[src/rtl/regfile_arbiter.sv]
// regfile_arbiter
//   Round-robin arbiter that shares one single-write/single-read register file
//   between two requesters (A and B). Each granted transaction reads or writes
//   one register and takes exactly three cycles: IDLE (grant), ACCESS (regfile
//   cycle), RESP (done pulse). Writes return the register's pre-write value.
//
// Ports
//   clk, reset            rising-edge clock, synchronous active-high reset
//   req_x/we_x/addr_x/wdata_x   requester x transaction (x = a, b), held until done
//   done_x                one-cycle completion pulse for requester x
//   rdata_x               read data for requester x, held until its next done
//   rf_writenum/rf_write/rf_data_in/rf_readnum   drive the regfile
//   rf_data_out           combinational regfile read data
//   busy                  high whenever a transaction is in flight
module regfile_arbiter #(
  parameter int DW = 16,
  parameter int AW = 3
) (
  input  logic          clk,
  input  logic          reset,
  input  logic          req_a,
  input  logic          we_a,
  input  logic [AW-1:0] addr_a,
  input  logic [DW-1:0] wdata_a,
  output logic          done_a,
  output logic [DW-1:0] rdata_a,
  input  logic          req_b,
  input  logic          we_b,
  input  logic [AW-1:0] addr_b,
  input  logic [DW-1:0] wdata_b,
  output logic          done_b,
  output logic [DW-1:0] rdata_b,
  output logic [AW-1:0] rf_writenum,
  output logic          rf_write,
  output logic [DW-1:0] rf_data_in,
  output logic [AW-1:0] rf_readnum,
  input  logic [DW-1:0] rf_data_out,
  output logic          busy
);

  typedef enum logic [1:0] {
    IDLE   = 2'd0,
    ACCESS = 2'd1,
    RESP   = 2'd2
  } state_t;

  state_t        state;
  state_t        state_nxt;

  // op_id / last_id: 0 = requester A, 1 = requester B
  logic          op_id;
  logic          op_we;
  logic [AW-1:0] op_addr;
  logic [DW-1:0] op_wdata;
  logic          last_id;

  logic          grant;
  logic          grant_id;

  // Tie goes to whoever was not served last; last_id resets to B so A wins
  // the first tie after reset.
  always_comb begin
    grant    = req_a | req_b;
    grant_id = (req_a & req_b) ? ~last_id : ~req_a;
  end

  always_comb begin
    state_nxt = state;
    case (state)
      IDLE:    if (grant) state_nxt = ACCESS;
      ACCESS:  state_nxt = RESP;
      RESP:    state_nxt = IDLE;
      default: state_nxt = IDLE;
    endcase
  end

  always_ff @(posedge clk) begin
    if (reset) begin
      state    <= IDLE;
      last_id  <= 1'b1;
      op_id    <= 1'b0;
      op_we    <= 1'b0;
      op_addr  <= '0;
      op_wdata <= '0;
      rdata_a  <= '0;
      rdata_b  <= '0;
    end else begin
      state <= state_nxt;
      // ---- grant edge: sample the winning requester ----
      if (state == IDLE && grant) begin
        op_id    <= grant_id;
        last_id  <= grant_id;
        op_we    <= grant_id ? we_b    : we_a;
        op_addr  <= grant_id ? addr_b  : addr_a;
        op_wdata <= grant_id ? wdata_b : wdata_a;
      end
      // ---- access edge: capture pre-write register contents ----
      if (state == ACCESS) begin
        if (op_id) rdata_b <= rf_data_out;
        else       rdata_a <= rf_data_out;
      end
    end
  end

  // Address/data come straight from the latched operation registers, so they
  // are glitch-free and simply hold their last value while idle.
  assign rf_writenum = op_addr;
  assign rf_readnum  = op_addr;
  assign rf_data_in  = op_wdata;
  // Reset in the access cycle must block the write at the closing edge.
  assign rf_write    = (state == ACCESS) & op_we & ~reset;

  assign done_a = (state == RESP) & ~op_id;
  assign done_b = (state == RESP) &  op_id;
  assign busy   = (state != IDLE);

endmodule

[config.mk]
export PLATFORM = sky130hd
export DESIGN_NAME = regfile_arbiter
export DESIGN_NICKNAME = d
export VERILOG_FILES = /design/src/rtl/regfile_arbiter.sv
export SDC_FILE = /design/constraint.sdc
export NUM_CORES = 1
export LEC_CHECK = 0
export BUFFER_PORTS_ARGS = -buffer_cell sky130_fd_sc_hd__buf_4
export CORE_MARGIN = 8
export CORE_UTILIZATION = 48
export CTS_CLUSTER_DIAMETER = 200
export DETAILED_ROUTE_END_ITERATION = 8
export PLACE_DENSITY = 0.87
export SYNTH_ARGS = -nofsm -noshare
export SYNTH_HDL_FRONTEND = slang
export SYNTH_SLANG_ARGS = --single-unit
[constraint.sdc]
create_clock -name clk -period 3.06 [get_ports clk]
set_input_delay 0.612 -clock clk [delete_from_list [all_inputs] [get_ports clk]]
set_output_delay 0.612 -clock clk [all_outputs]
set_load 0.05 [all_outputs]
Word level (Yosys, flattened, before mapping)
Cells that the tools add are included.
{"block": "op_classes", "addsub": 0, "mul": 0, "div_mod_pow": 0, "n_lt_le_gt_ge": 0, "eq_ne": 3, "shifts": 0, "n_mux": 6, "n_bitwise": 10, "n_reduce_logical": 5}
{"cell": "16-bit 2-to-1 mux", "n": 1}
{"cell": "1-bit bitwise AND", "n": 5}
{"cell": "1-bit inverter", "n": 4}
{"cell": "2-bit one-hot mux with 2 select lines", "n": 1}
{"cell": "2-bit AND reduction", "n": 2}
{"cell": "3-bit 2-to-1 mux", "n": 1}
{"cell": "2-bit by 1-bit equality test with 1-bit output (second input constant)", "n": 1}
{"cell": "2-bit equality test (second input constant)", "n": 1}
{"cell": "2-bit logical NOT", "n": 1}
{"cell": "1-bit 2-to-1 mux", "n": 2}
{"cell": "2-bit 2-to-1 mux", "n": 1}
{"cell": "2-bit inequality test (second input constant)", "n": 1}
{"cell": "2-bit nonzero test", "n": 1}
{"cell": "1-bit logical AND", "n": 1}
{"cell": "1-bit bitwise OR", "n": 1}
{"block": "totals", "register_bits": 56, "latchBits": 0, "ram_bits": 0, "rom_bits": 0, "input_bits": 60, "output_inout_bits": 58, "elab_cells": 32, "mem_count": 0}

Longest topological paths before layout
{"block": "logic_depth", "depth_word": 3, "mapped_depth": 6}

Worst setup path before layout
OpenSTA, ideal clock, no wires.
{"block": "synth_path", "kind": "reg2out", "from": "register op_id", "to": "output port done_a", "t_arrival_ns": 1.586, "t_required_ns": 2.448, "slack_ns": 0.862, "path_stages_with_launch": 3, "n_path_buf": 1, "cell_sequence": "dfxtp_1 > clkbuf_2 > nor3b_1"}
{"block": "synth_via", "elab_chain_len": 2}
{"element": "from (decl)", "line": "51", "text": "logic op_id;"}
{"element": "from (signal assigned)", "line": "91", "text": "op_id <= grant_id;"}
{"element": "1-bit inverter", "line": "113", "text": "assign done_a = (state == RESP) & ~op_id;"}
{"element": "1-bit bitwise AND", "line": "113"}
{"element": "to (decl)", "line": "25", "text": "output logic done_a,"}
Every way passes these cells.

Worst setup path after layout
{"block": "layout_path", "from": "register state[1]", "to": "output port busy"}
{"block": "layout_via", "elab_chain_len": 1}
{"element": "from (decl)", "line": "47", "text": "state_t state;"}
{"element": "from (signal assigned)", "line": "88", "text": "state <= state_nxt;"}
{"element": "2-bit nonzero test", "line": "115", "text": "assign busy = (state != IDLE);"}
{"element": "to (decl)", "line": "38", "text": "output logic busy"}
Every way passes these cells.

==> metrics.txt <==
CP Class=flip-flop to output port; FF+latch count, synth=56; clock skew=0.008478 ns; Synth top area share=0.4915; Switching Fraction=0.3191; Initial Util=0.4894; clock root buffer=clkbuf_8; Clock Sinks=56; Synth Cell Area=2281 um2; crit path launch=state[1]$_SDFFE_PP0P_; H-Tree Depth=2; PortBufs=117; gp weighted congestion=0.7497; post-CTS sizing=0; min-delay src=rdata_b[10]$_SDFFE_PP0P_; wire per inst=15.97 um; routed vias/inst=5.513; top cells by area, synth=dfxtp_1, a21oi_1, nand2_1; Clk pin slew, worst setup/hold paths=0.10 ns; placed cell area=3113 um2; routed vias=2398; DP Cell Count=428; TritonRoute pass-1 iters=4; total power=1.883 mW; Post-CTS Hold Buffers=0; share of the yosys chip area belonging to registers=0.4915; Total GRT Usage=0.1919; CTS tree=built; Pint=1.282 mW; CP Max Fanout=24; Yosys Warn Count=0; Setup Buffers After CTS=0; Leakage Power=1.391 nW; RSZ-0062 raised after global routing=no; hold slack=0.4614 ns; initial antenna violation count=0; initial DRC count=88; total core area=4661 um2; Psw=600.8 uW; Area Overhead vs Synth=42.13%; worst slew pin tran=1.025 ns; sequential fraction of design power=0.435; fin cells=435; worst vdd ir=327.0 uV; dpl ws=0.9867 ns; largest net degree at the start of global routing=56; synthesized area per cell=8.031 um2; PwrDens=580.8 nW/um2; hpwl dp=5086 um; ys async rst share=0; n_diodes=0; clk buf depth=2; period utilization=0.6608; finished layout cell area=3242 um2; TritonCTS buffer count=5; die width=84.94 um; Filler cells=397; Yosys top cell by area=dfxtp_1; gr ovfl total=0; first-pass GRT wire length=11590 um; vias in the first global route=2541; met1 Track Usage GR=0.2009; combinational power share=0.276; status=complete, no violations; Routed Antenna Nets=0; Final Slew Violations=0; Hold Violations, Final=0; met3 usage=0.1033; CP Data Required Time=2.45 ns; Detailed Route WL=6946 um; MaxCap Viol Count=0; Worst Hold Class=flip-flop to flip-flop; clock latency on the worst-skew pair=0.30 ns; reg-to-reg startpoint=state[0]$_SDFFE_PP0P_; Post-synth EDFFs=0; crit path time final=2.022 ns; Relative slew margins=0.3134; M2 GR Usage=0.3221; top_reg_cell synth=dfxtp_1; WP data arrival=1.41 ns; # nets final=441; final setup vio count=0; Reg2Reg Depth=3; final core occ=0.6956; post-synthesis cell count=284; die area=7214 um2; post-route setup slack=1.038 ns; Ports=118; Cell Rows=25; share of layout cells above drive strength 1=0.3412; Post-Syn Nets=344; global route hottest layer=met2; CP startpoint kind=flip-flop; clock power share=0.289; Worst setup EP type=output port; # DRC=0; setup TNS=0 ns; Netlist cell types=24; Die H=84.94 um; worst hold path cell count=2; achievable frequency=0.4946 GHz
==> state kept, by name, summed over array words and instances (netlist names) <==
name / count
op_we: 1
rdata_b: 16
rf_readnum: 3
last_id: 1
op_id: 1
state: 2
rdata_a: 16
rf_data_in: 16
==> worst paths after layout <==
path                                    to  slack (ns)
setup / recovery                      busy        1.04
hold / removal    rdata_b[10]$_SDFFE_PP0P_        0.46
setup reg to reg  rdata_a[15]$_SDFFE_PP0P_        1.38
hold reg to reg   rdata_b[10]$_SDFFE_PP0P_        0.46
==> power groups by stage <==
| stage | combinational, mW | clock (mW) | sequential [mW] |
|---|---|---|---|
| floorplan | 0.183 | 0 | 0.994 |
| global placement | 0.514 | 0 | 0.833 |
| detailed placement | 0.521 | 0 | 0.835 |
| CTS | 0.521 | 0.552 | 0.819 |
| global route | 0.552 | 0.580 | 0.827 |
| finish | 0.520 | 0.544 | 0.819 |
==> Yosys cell counts, types with 2 or more instances <==
cell / count
nand2_1: 64
clkbuf_1: 15
dfxtp_1: 56
and3b_1: 2
a311oi_1: 20
nor2b_1: 2
inv_1: 2
a21oi_1: 54
buf_2: 10
nor3_1: 2
nor3b_1: 2
buf_4: 3
clkbuf_2: 3
nand3_1: 20
o21ai_0: 20
==> worst max-delay path, cell delays in order (launching register included) <==
cell and delay [ns]:
dfxtp_1 0.38, nor2_1 0.12, buf_4 0.27, inv_1 0.13, buf_4 0.21
==> per-layer routing <==
layer | routed length [um] | up-vias | share of wire
met5 | 0 | - | 0
met1 | 2734 | 1102 | 0.39
met3 | 751 | 8 | 0.11
li1 | - | 1181 | -
met4 | 74 | 0 | 0.011
met2 | 3385 | 107 | 0.49
==> cells by family (layout without fill, tap and decap cells) <==
group / after synthesis / after routing / share of synthesized area
DFF: 56 / 56 / 0.4915
and+or+nand+nor: 100 / 100 / 0.1997
AOI/OAI and AO/OA: 95 / 95 / 0.2425
buffers and inverters: 33 / 130 / 0.06637
==> cells in the final DEF, fill, tap and decap left out <==
cell type / Yosys / final
a21oi_1: 54 / 54
a311oi_1: 20 / 20
and2_1: 1 / 1
and2_4: 1 / 1
and3b_1: 2 / 2
buf_4: 3 / 121
bufinv_16: 0 / 2
clkbuf_8: 0 / 5
dfxtp_1: 56 / 56
inv_1: 2 / 2
nand2_1: 64 / 64
nand2b_1: 1 / 1
nand3_1: 20 / 20
nand3b_1: 1 / 1
nor2_1: 1 / 1
nor2b_1: 2 / 2
nor3_1: 2 / 2
nor3b_1: 2 / 2
nor3b_2: 1 / 1
o21ai_0: 20 / 20
o21bai_1: 1 / 1
or2_0: 1 / 1
or3b_1: 1 / 1
==> area by class of cell <==
| cell class | instances | area, um2 | area share |
|---|---|---|---|
| sequential | 56 | 1121 | 0.3458 |
| inverter | 2 | 7.507 | 0.002316 |
| multi-input combinational | 195 | 1008 | 0.3111 |
| clock buffer | 5 | 68.82 | 0.02123 |
| clock inverter | 2 | 60.06 | 0.01853 |
| tap | 54 | 67.56 | 0.02084 |
| timing repair buffer | 121 | 908.4 | 0.2802 |
No activity file was read; power rests on OpenSTA's default activity.
